`config.mk`:
```
export PLATFORM = sky130hd
export DESIGN_NAME = spi_slave_responder
export DESIGN_NICKNAME = d
export VERILOG_FILES = /design/src/rtl/spi_slave_responder.sv
export SDC_FILE = /design/constraint.sdc
export NUM_CORES = 1
export LEC_CHECK = 0
export ABC_AREA = 1
export BUFFER_PORTS_ARGS = -buffer_cell sky130_fd_sc_hd__buf_2
export CAP_MARGIN = 10
export CORE_MARGIN = 2
export CORE_UTILIZATION = 37
export CTS_BUF_LIST = sky130_fd_sc_hd__clkbuf_2 sky130_fd_sc_hd__clkbuf_4 sky130_fd_sc_hd__clkbuf_8
export DETAILED_ROUTE_END_ITERATION = 10
export PLACE_DENSITY = 0.65
export SETUP_SLACK_MARGIN = 0.1
export SLEW_MARGIN = 20
export SYNTH_ARGS = -nofsm -noshare
export SYNTH_HDL_FRONTEND = slang
export SYNTH_SLANG_ARGS = --single-unit
```
`constraint.sdc`:
```
create_clock -name sysClk -period 4.5 [get_ports sysClk]
set_input_delay 0.225 -clock sysClk [delete_from_list [all_inputs] [get_ports sysClk]]
set_output_delay 0.225 -clock sysClk [all_outputs]
set_load 0.02 [all_outputs]
```
`src/rtl/spi_slave_responder.sv`:
```
// SPI mode-0 slave: oversamples spiClk/mosi/cs in the sysClk domain, deserialises
// MOSI into a small show-ahead receive FIFO and serialises a held response byte onto MISO.
//
// state  | meaning
// IDLE   | cs high, SPI edges ignored, miso driven high
// ACTIVE | frame in progress, shifting on spiClk edges

module spi_slave_responder #(
  parameter int                    DATA_WIDTH = 8,
  parameter int                    RX_DEPTH   = 4,
  parameter logic [DATA_WIDTH-1:0] FILL_BYTE  = 8'hFF
) (
  input  logic                  sysClk,
  input  logic                  reset,
  input  logic                  spiClk,
  input  logic                  mosi,
  input  logic                  cs,
  output logic                  miso,
  output logic [DATA_WIDTH-1:0] rx_data,
  output logic                  rx_valid,
  input  logic                  rx_pop,
  input  logic [DATA_WIDTH-1:0] tx_data,
  input  logic                  tx_load,
  output logic                  tx_ready,
  output logic                  busy,
  output logic [7:0]            byte_count,
  output logic                  overrun,
  output logic                  underrun,
  output logic                  frame_error,
  input  logic                  clr_status
);

  localparam int PTR_W = (RX_DEPTH > 1) ? $clog2(RX_DEPTH) : 1;
  localparam int CNT_W = PTR_W + 1;
  localparam int BIT_W = (DATA_WIDTH > 2) ? $clog2(DATA_WIDTH) : 1;
  localparam logic [BIT_W-1:0] LAST_BIT = BIT_W'(DATA_WIDTH - 1);
  localparam logic [CNT_W-1:0] FULL_CNT = CNT_W'(RX_DEPTH);

  typedef enum logic {
    IDLE   = 1'b0,
    ACTIVE = 1'b1
  } state_t;

  // Synchronisers and edge-detect registers are deliberately left unreset so a
  // cs held low through reset does not look like a fresh cs_fall afterwards.
  logic sclk_s1_q, sclk_s2_q, sclk_dly_q;
  logic mosi_s1_q, mosi_s2_q;
  logic cs_s1_q, cs_s2_q, cs_dly_q;

  always_ff @(posedge sysClk) begin
    sclk_s1_q  <= spiClk;
    sclk_s2_q  <= sclk_s1_q;
    sclk_dly_q <= sclk_s2_q;
    mosi_s1_q  <= mosi;
    mosi_s2_q  <= mosi_s1_q;
    cs_s1_q    <= cs;
    cs_s2_q    <= cs_s1_q;
    cs_dly_q   <= cs_s2_q;
  end

  logic sclk_rise, sclk_fall, cs_fall, cs_rise;

  assign sclk_rise = sclk_s2_q & ~sclk_dly_q;
  assign sclk_fall = ~sclk_s2_q & sclk_dly_q;
  assign cs_fall   = ~cs_s2_q & cs_dly_q;
  assign cs_rise   = cs_s2_q & ~cs_dly_q;

  state_t                  state_q, state_d;
  logic [DATA_WIDTH-1:0]   tx_shift_q, tx_shift_d;
  logic [DATA_WIDTH-2:0]   rx_shift_q, rx_shift_d;
  logic [BIT_W-1:0]        bit_cnt_q, bit_cnt_d;
  logic [7:0]              byte_count_q, byte_count_d;
  logic                    reload_pending_q, reload_pending_d;
  logic                    miso_q, miso_d;
  logic [DATA_WIDTH-1:0]   hold_q, hold_d;
  logic                    hold_valid_q, hold_valid_d;
  logic                    overrun_q, overrun_d;
  logic                    underrun_q, underrun_d;
  logic                    frame_error_q, frame_error_d;
  logic [PTR_W-1:0]        wr_ptr_q, wr_ptr_d;
  logic [PTR_W-1:0]        rd_ptr_q, rd_ptr_d;
  logic [CNT_W-1:0]        count_q, count_d;
  logic [DATA_WIDTH-1:0]   mem_q [RX_DEPTH];

  logic [DATA_WIDTH-1:0]   rx_byte;
  logic                    consume;
  logic                    push_req;
  logic                    push_eff;
  logic                    pop_eff;
  logic                    fifo_full;
  logic                    set_overrun;
  logic                    set_underrun;
  logic                    set_frame_error;

  assign rx_byte = {rx_shift_q, mosi_s2_q};

  always_comb begin
    state_d          = state_q;
    tx_shift_d       = tx_shift_q;
    rx_shift_d       = rx_shift_q;
    bit_cnt_d        = bit_cnt_q;
    byte_count_d     = byte_count_q;
    reload_pending_d = reload_pending_q;
    consume          = 1'b0;
    push_req         = 1'b0;
    set_underrun     = 1'b0;
    set_frame_error  = 1'b0;

    case (state_q)
      IDLE: begin
        if (cs_fall) begin
          state_d          = ACTIVE;
          consume          = 1'b1;
          bit_cnt_d        = '0;
          byte_count_d     = '0;
          reload_pending_d = 1'b0;
        end
      end
      ACTIVE: begin
        // cs_rise wins over a coincident sclk_fall so a master that drops the
        // clock and deselects together does not trigger a spurious reload.
        if (cs_rise) begin
          state_d   = IDLE;
          bit_cnt_d = '0;
          if (bit_cnt_q != '0) set_frame_error = 1'b1;
        end else begin
          if (sclk_rise) begin
            rx_shift_d = rx_byte[DATA_WIDTH-2:0];
            if (bit_cnt_q == LAST_BIT) begin
              bit_cnt_d        = '0;
              push_req         = 1'b1;
              reload_pending_d = 1'b1;
              if (byte_count_q != 8'hFF) byte_count_d = byte_count_q + 8'd1;
            end else begin
              bit_cnt_d = bit_cnt_q + BIT_W'(1);
            end
          end
          if (sclk_fall) begin
            if (reload_pending_q) begin
              consume          = 1'b1;
              reload_pending_d = 1'b0;
            end else begin
              tx_shift_d = {tx_shift_q[DATA_WIDTH-2:0], 1'b0};
            end
          end
        end
      end
      default: state_d = IDLE;
    endcase

    if (consume) begin
      if (hold_valid_q) begin
        tx_shift_d = hold_q;
      end else begin
        tx_shift_d   = FILL_BYTE;
        set_underrun = 1'b1;
      end
    end

    miso_d = (state_q == ACTIVE) ? tx_shift_q[DATA_WIDTH-1] : 1'b1;
  end

  // Holding register: a consume frees the slot before a same-cycle load lands.
  always_comb begin
    hold_valid_d = hold_valid_q;
    hold_d       = hold_q;
    if (consume) hold_valid_d = 1'b0;
    if (tx_load && (!hold_valid_q || consume)) begin
      hold_valid_d = 1'b1;
      hold_d       = tx_data;
    end
  end

  always_comb begin
    fifo_full   = (count_q == FULL_CNT);
    pop_eff     = rx_pop && (count_q != '0);
    push_eff    = push_req && (!fifo_full || pop_eff);
    set_overrun = push_req && fifo_full && !pop_eff;
    wr_ptr_d    = push_eff ? wr_ptr_q + PTR_W'(1) : wr_ptr_q;
    rd_ptr_d    = pop_eff ? rd_ptr_q + PTR_W'(1) : rd_ptr_q;
    count_d     = count_q + CNT_W'(push_eff) - CNT_W'(pop_eff);

    overrun_d     = (overrun_q & ~clr_status) | set_overrun;
    underrun_d    = (underrun_q & ~clr_status) | set_underrun;
    frame_error_d = (frame_error_q & ~clr_status) | set_frame_error;
  end

  always_ff @(posedge sysClk) begin
    if (reset) begin
      state_q          <= IDLE;
      tx_shift_q       <= '0;
      rx_shift_q       <= '0;
      bit_cnt_q        <= '0;
      byte_count_q     <= '0;
      reload_pending_q <= 1'b0;
      miso_q           <= 1'b1;
      hold_q           <= '0;
      hold_valid_q     <= 1'b0;
      overrun_q        <= 1'b0;
      underrun_q       <= 1'b0;
      frame_error_q    <= 1'b0;
      wr_ptr_q         <= '0;
      rd_ptr_q         <= '0;
      count_q          <= '0;
      for (int i = 0; i < RX_DEPTH; i++) mem_q[i] <= '0;
    end else begin
      state_q          <= state_d;
      tx_shift_q       <= tx_shift_d;
      rx_shift_q       <= rx_shift_d;
      bit_cnt_q        <= bit_cnt_d;
      byte_count_q     <= byte_count_d;
      reload_pending_q <= reload_pending_d;
      miso_q           <= miso_d;
      hold_q           <= hold_d;
      hold_valid_q     <= hold_valid_d;
      overrun_q        <= overrun_d;
      underrun_q       <= underrun_d;
      frame_error_q    <= frame_error_d;
      wr_ptr_q         <= wr_ptr_d;
      rd_ptr_q         <= rd_ptr_d;
      count_q          <= count_d;
      if (push_eff) mem_q[wr_ptr_q] <= rx_byte;
    end
  end

  assign miso        = miso_q;
  assign rx_data     = mem_q[rd_ptr_q];
  assign rx_valid    = (count_q != '0);
  assign tx_ready    = ~hold_valid_q;
  assign busy        = (state_q == ACTIVE);
  assign byte_count  = byte_count_q;
  assign overrun     = overrun_q;
  assign underrun    = underrun_q;
  assign frame_error = frame_error_q;

endmodule

```
==> results.yml, run 1 <==
floorplan:
  floorplan.initialDensity_pct: 37.96
  design.core.area_sq_um: 10320
  fp.dieArea_sq_um: 11430
  number_of_ports_placed_on_the_die_boundary: 39
  std_cell_rows: 37
  die_h_microns: 106.9
  horizontal_extent_of_the_die_microns: 106.9
synthesis:
  yosys.area_share.adder_pct: 2.427
  sequential_fraction_of_the_synthesis_area_pct: 54.15
  synth_xor_area_share_pct: 0.6705
  synthDistinctLibCells: 38
  synth_compound_area_share_pct: 12.99
  number_of_warnings_issued_by_yosys: 0
  post_synth_mux_area_share_pct: 0
  synth_enable_flop_cells: 32
  syn_area_sq_um: 3919
  synthArstFlopShare_pct: 0
  synth_simple_gate_area_share_pct: 22.38
  syn_inst_count: 438
  synth_fp_nets: 461
  syn-mean-instance-area_sq_um: 8.947
  synth_top_family_by_area: "simple AND/OR/NAND/NOR gates"
  ys.flop_type: "sky130_fd_sc_hd__dfxtp_1"
  synth_seq_cells: 90
power_and_ir_drop:
  share_seq_of_total_power_pct: 50.1
  cellPowerDensity_nw_per_um2: 419.2
  power.share.clock_pct: 32.4
  ir_worst_vdd_mv: 0.1631
  comb_power_share_pct: 17.5
  static-leakage-power_uw: 0.001788
  switching_share_pct: 28.79
  switching_power_uw: 536.5
  p_int_uw: 1327
detailed_routing:
  top_layer_used: "met4"
  detail_route.wirelength_mm: 7.664
  dr_wl_met2_mm: 3.669
  detail_route.iter0.violations: 105
  route.detailed.wl_per_inst_microns: 12.48
  drc: 0
  routed_via_density: 4.831
  met3RoutedLength_microns: 385
  drtAntennaViolNets: 0
  drt_pre_antenna_iters: 5
  wl_met1_mm: 3.509
  vias: 2966
cells_and_area:
  nets: 496
  leading_cell_type_in_the_layout_fill_and_taps_excluded: "sky130_fd_sc_hd__nor2_1"
  fillerInstances: 1024
  area.growth.synth_to_final_pct: 13.44
  multiInputGateArea_sq_um: 1508
  final_layout_size_suffix_gt1_share_pct: 16.95
  final_cell_mix: "sky130_fd_sc_hd__nor2_1, sky130_fd_sc_hd__dfxtp_1, sky130_fd_sc_hd__inv_1"
  insertedDiodeCount: 0
  ff_latch_area_sq_um: 2122
cts:
  clock-sinks: 90
  tritoncts: "yes"
  ctsLongestPathBuffers: 2
  clk_pin_slew_ns: 0.08
  h-tree-depth: 3
  postCtsHoldBufs: 3
  post_cts_resized: 0
  clock_latency_ns: 0.35
  cts_root_buf: "sky130_fd_sc_hd__clkbuf_8"
  cts_buffers: 9
  cts_post_setup_buffers_inserted: 0
sta:
  fin_worst_skew_ns: 0.01110
  max-slew-margin-rel_pct: 30.64
  min_period_over_period_pct: 59.01
  final.setup.tns_ns: 0
  report.final.setup_viol: 0
  report.final.slew_viol_count: 0
  grt_setup_unrepaired: "no"
  clock.fmax_ghz: 0.3766
  worst_hold_slack_ns: 0.1464
  hold_viol: 0
  worst_pin_slew_ns: 1.029
  finalCriticalPeriod_ns: 2.656
  fin_ws_ns: 1.844
global_route:
  largest_net_degree_at_the_start_of_global_routing: 35
  grt_overflow: 0
  grt.total_usage_pct: 14.69
  grt_pass1_vias: 2898
  antenna_found_initial: 0
  grt_first_pass_wirelength_mm: 13.38
setup_path:
  worst-endpoint-required_ns: 4.47
  critPathMaxFanout: 19
  critPathLaunchType: "flop"
  r2r.worst_path.cells: 8
  critPathKind: "reg2reg"
  worst_r2r_endpoint: "mem_q[2][0]$_SDFFCE_PN0P_"
  end_kind: "flop"
  timing.rr.start: "bit_cnt_q[0]$_SDFFE_PP0P_"
  arrival_ns: 2.63
  reg2reg_slack_ns: 1.84
placed_design:
  global_placer_s_final_weighted_congestion: 0.7964
  place_worst_setup_slack_ns: 1.814
  hpwl_after_dpl_mm: 5.371
  buffer_ports.inserted: 38
outcome:
  outcome: "finished, final reports clean"
worst_hold_path:
  min_path_cells: 4
  timing.hold.worst.start: "clr_status"
  worst_hold_path_type: "in2reg"
  timing.hold.worst_endpoint: "underrun$_SDFF_PP0_"
flow_run:
  number_of_maximum_capacitance_constraint_violations: 0
worst max path at each step:
stage,depth (start not counted),end,start,slack [ns]
floorplan,8,mem_q[0][0]$_SDFFCE_PN0P_,bit_cnt_q[0]$_SDFFE_PP0P_,2.27
global placement,8,mem_q[2][7]$_SDFFCE_PN0P_,bit_cnt_q[0]$_SDFFE_PP0P_,1.98
detailed placement,8,mem_q[2][2]$_SDFFCE_PN0P_,bit_cnt_q[0]$_SDFFE_PP0P_,1.81
CTS,8,mem_q[2][0]$_SDFFCE_PN0P_,bit_cnt_q[0]$_SDFFE_PP0P_,1.80
global route,8,mem_q[2][0]$_SDFFCE_PN0P_,bit_cnt_q[1]$_SDFFE_PP0P_,1.60
finish,8,mem_q[2][0]$_SDFFCE_PN0P_,bit_cnt_q[0]$_SDFFE_PP0P_,1.84
power by group through the flow:
| stage | clock (uW) | combinational, uW | sequential [uW] |
|---|---|---|---|
| final | 603 | 327 | 933 |
| after global routing | 652 | 371 | 942 |
| after detailed placement | 0 | 327 | 953 |
| after global placement | 0 | 321 | 952 |
| after floorplan | 0 | 253 | 939 |
| after CTS | 623 | 330 | 934 |
cell usage after synthesis (2+ instances only):
library cell	number	area (sq um)
sky130_fd_sc_hd__inv_1	49	183.9
sky130_fd_sc_hd__nand2_4	4	45.04
sky130_fd_sc_hd__nor3_2	8	80.08
sky130_fd_sc_hd__nand3_1	23	115.1
sky130_fd_sc_hd__nor3_4	2	32.53
sky130_fd_sc_hd__nand2_2	3	18.77
sky130_fd_sc_hd__nand3_2	3	30.03
sky130_fd_sc_hd__nand4_1	5	31.28
sky130_fd_sc_hd__ha_1	6	75.07
sky130_fd_sc_hd__o21ai_0	37	185.2
sky130_fd_sc_hd__buf_1	2	7.510
sky130_fd_sc_hd__nand2_1	46	172.7
sky130_fd_sc_hd__dfxtp_1	58	1161
sky130_fd_sc_hd__buf_4	4	30.03
sky130_fd_sc_hd__nand3b_1	3	22.52
sky130_fd_sc_hd__clkbuf_1	8	30.03
sky130_fd_sc_hd__xnor2_1	2	17.52
sky130_fd_sc_hd__a21oi_1	37	185.2
sky130_fd_sc_hd__nor2_1	62	232.7
sky130_fd_sc_hd__inv_2	3	11.26
sky130_fd_sc_hd__o22ai_1	15	93.84
sky130_fd_sc_hd__buf_2	3	15.01
sky130_fd_sc_hd__edfxtp_1	32	960.9
sky130_fd_sc_hd__nor3_1	9	45.04
critical path: stages, from the launching register on:
cell,delay (ns)
sky130_fd_sc_hd__dfxtp_1,0.37
sky130_fd_sc_hd__ha_1,0.17
sky130_fd_sc_hd__ha_1,0.21
sky130_fd_sc_hd__nand3_2,0.13
sky130_fd_sc_hd__nor2_4,0.17
sky130_fd_sc_hd__nand2_4,0.10
sky130_fd_sc_hd__nor2_8,0.12
sky130_fd_sc_hd__nand2_4,0.16
sky130_fd_sc_hd__o21ai_0,0.85
layer usage:
| metal | vias to the layer above | global-route usage [%] |
|---|---|---|
| li1 | 1535 | - |
| met1 | 1353 | 18.35 |
| met2 | 67 | 24.34 |
| met3 | 11 | 3.587 |
| met4 | 0 | 6.030 |
| met5 | - | 0 |
sequential cells by signal, summed over array words and instances, names as in the netlist, 2 cells and up, named ones only:
signal,count
tx_shift_q,8
byte_count,8
bit_cnt_q,3
rd_ptr_q,2
mem_q,32
hold_q,8
wr_ptr_q,2
count_q,3
rx_shift_q,7
area by class of cell:
| class | instances | share of cell area (%) |
|---|---|---|
| repair buffers | 42 | 5.122 |
| flip-flops and latches | 90 | 47.73 |
| inverters | 52 | 4.391 |
| multi-input cells | 278 | 33.92 |
| clock buffers | 9 | 2.786 |
| clock inverters | 7 | 2.223 |
| well taps | 136 | 3.828 |
stage by stage:
stage          area [sq um]  power, uW  std cells  util [%]
4_1_cts                4446       1888        614     43.06
3_3_place_gp           4193       1273        595     40.61
6_report               4446       1863        614     43.06
5_1_grt                4446       1964        614     43.06
3_5_place_dp           4193       1280        595     40.61
2_1_floorplan          3919       1191        438         -
logic make-up (layout without fill, tap and decap cells):
group,after synthesis,after routing
xor+xnor,3,3
compound gates,95,95
buf+inv,70,110
simple gates,173,173
fa+ha+maj,7,7
flops,90,90
Power figures use the tool's default switching activity.
==> run 2, diff against run 1 <==
--- a/config.mk
+++ b/config.mk
@@ -12,7 +12,7 @@
 export CORE_UTILIZATION = 37
 export CTS_BUF_LIST = sky130_fd_sc_hd__clkbuf_2 sky130_fd_sc_hd__clkbuf_4 sky130_fd_sc_hd__clkbuf_8
 export DETAILED_ROUTE_END_ITERATION = 10
-export PLACE_DENSITY = 0.65
+export PLACE_DENSITY = 0.67
 export SETUP_SLACK_MARGIN = 0.1
 export SLEW_MARGIN = 20
 export SYNTH_ARGS = -nofsm -noshare
==> constraint.sdc (replaced) <==
create_clock -name sysClk -period 2.2 [get_ports sysClk]
set_input_delay 0.11 -clock sysClk [delete_from_list [all_inputs] [get_ports sysClk]]
set_output_delay 0.11 -clock sysClk [all_outputs]
set_load 0.02 [all_outputs]
==> results.yml, run 2 (synthesized netlist as in run 1, its figures left out) <==
setup_path:
  worstPathCellList: "ha_4 > ha_4 > nand3_4 > nor2_4 > nand2_4 > ha_4 > inv_2 > ha_4 > fa_2 > inv_1 > nor2_1"
  worst_r2r_endpoint: "count_q[1]$_SDFF_PP0_"
  arrival_ns: 2.34
  worst-endpoint-required_ns: 2.50
  cp.buffers_inverters: 2
  cp_top_family: "adder cells"
  critPathLaunchType: "flop"
  r2r.worst_path.cells: 11
  critical-path-slowest-cell: "sky130_fd_sc_hd__fa_2"
  end_kind: "flop"
  reg2reg_slack_ns: 0.16
  worst_path_most_repeated_cell: "sky130_fd_sc_hd__ha_4"
  critPathMaxFanout: 3
  timing.rr.start: "bit_cnt_q[0]$_SDFFE_PP0P_"
  worst_path_largest_cell_delay_ns: 0.52
  critPathKind: "reg2reg"
power_and_ir_drop:
  power_uw: 3724
  cellPowerDensity_nw_per_um2: 808.2
  static-leakage-power_uw: 0.001855
  ir_worst_vdd_mv: 0.3798
global_route:
  antenna_found_initial: 0
  largest_net_degree_at_the_start_of_global_routing: 20
  grt_first_pass_wirelength_mm: 13.35
  grt_pass1_vias: 2853
  grt_overflow: 0
  grt.total_usage_pct: 14.57
sta:
  worst_pin_slew_ns: 0.5549
  final.setup.tns_ns: 0
  fin_worst_skew_ns: 0.01383
  fin_ws_ns: 0.1600
  clock.fmax_ghz: 0.4902
  hold_viol: 0
  grt_setup_unrepaired: "yes"
  report.final.slew_viol_count: 0
  worst_hold_slack_ns: 0.01863
  finalCriticalPeriod_ns: 2.040
  max-slew-margin-rel_pct: 63.00
  report.final.setup_viol: 0
  min_period_over_period_pct: 92.73
cells_and_area:
  final_cell_mix: "sky130_fd_sc_hd__nor2_1, sky130_fd_sc_hd__dfxtp_1, sky130_fd_sc_hd__inv_1"
  final_layout_size_suffix_gt1_share_pct: 21.21
  nets: 513
  largest_register_ffs: 32
  final_cell_area_sq_um: 4608
  leading_cell_type_in_the_layout_fill_and_taps_excluded: "sky130_fd_sc_hd__nor2_1"
  fillerInstances: 1011
  area.growth.synth_to_final_pct: 17.59
  insertedDiodeCount: 0
  largest-register: "mem_q"
cts:
  cts_root_buf: "sky130_fd_sc_hd__clkbuf_8"
  tritoncts: "yes"
  clock-sinks: 90
  h-tree-depth: 3
  ctsLongestPathBuffers: 2
  clock_latency_ns: 0.37
  clk_pin_slew_ns: 0.09
  cts_buffers: 9
floorplan:
  floorplan.initialDensity_pct: 37.96
  die_h_microns: 106.9
  std_cell_rows: 37
  horizontal_extent_of_the_die_microns: 106.9
  fp.dieArea_sq_um: 11430
  number_of_ports_placed_on_the_die_boundary: 39
  design.core.area_sq_um: 10320
worst_hold_path:
  min_path_cells: 4
  timing.hold.worst.start: "clr_status"
  timing.hold.worst_endpoint: "frame_error$_SDFF_PP0_"
  worst_hold_path_type: "in2reg"
flow_run:
  number_of_maximum_capacitance_constraint_violations: 0
detailed_routing:
  route.detailed.wl_per_inst_microns: 12.16
  met3RoutedLength_microns: 361
  vias: 3007
  dr_wl_met2_mm: 3.464
  detail_route.wirelength_mm: 7.675
  wl_met1_mm: 3.778
  drtAntennaViolNets: 0
  drc: 0
  drt_pre_antenna_iters: 4
  top_layer_used: "met4"
  routed_via_density: 4.765
  detail_route.iter0.violations: 125
outcome:
  outcome: "finished, final reports clean"
placed_design:
  hpwl_after_dpl_mm: 5.478
  place_worst_setup_slack_ns: 0.04528
  buffer_ports.inserted: 38
  global_placer_s_final_weighted_congestion: 0.7744
  dpl_cell_area_sq_um: 4294
run 2: timing repair:
item	4_1_cts	5_1_grt
hold endpoints to repair	8	0
hold buffers	4	0
pin swaps	2	4
setup buffers	3	2
setup endpoints to repair	2	2
resized for setup	3	4
run 2: worst max-delay path by stage:
stage                     slack [ns]                   endpoint                      start  cells past startpoint
after detailed placement        0.05      count_q[1]$_SDFF_PP0_  bit_cnt_q[1]$_SDFFE_PP0P_                     11
after floorplan                 0.05  mem_q[2][0]$_SDFFCE_PN0P_  bit_cnt_q[1]$_SDFFE_PP0P_                      8
after CTS                       0.10      count_q[1]$_SDFF_PP0_  bit_cnt_q[1]$_SDFFE_PP0P_                     11
after global placement          0.11      count_q[1]$_SDFF_PP0_  bit_cnt_q[1]$_SDFFE_PP0P_                     11
after global routing            0.07      count_q[1]$_SDFF_PP0_  bit_cnt_q[0]$_SDFFE_PP0P_                     11
final                           0.16      count_q[1]$_SDFF_PP0_  bit_cnt_q[0]$_SDFFE_PP0P_                     11
run 2: metal layers:
metal	global-route usage [%]	up-vias
li1	-	1573
met1	19.43	1369
met2	22.93	57
met3	4.681	8
met4	3.803	0
met5	0	-
run 2: report_power, final:
part           internal [uW]  switching, uW  leakage, uW
Clock                    441            642    0.0000993
Combinational            276            469     0.000962
Sequential              1830           68.2     0.000794
run 2: final cells by class:
type                    instances  area [sq um]  share of cell area [%]
clock inverters                 7         68.82                   1.493
repair buffers                 59         357.8                   7.765
multi-input cells             278          1568                   34.02
well taps                     136         170.2                   3.693
flip-flops and latches         90          2125                   46.10
clock buffers                   9         123.9                   2.688
inverters                      52         195.2                   4.236
run 2: worst min-delay path, delay by kind of cell:
kind / cells / cell delay (ns)
buffers and inverters: 2 / 0.12
and+or+nand+nor: 1 / 0.05
AOI/OAI and AO/OA: 1 / 0.05
run 2: stage by stage:
stage	util, %	std cells
floorplan	-	438
global placement	41.60	606
detailed placement	41.60	606
CTS	44.25	629
global route	44.64	631
finish	44.64	631
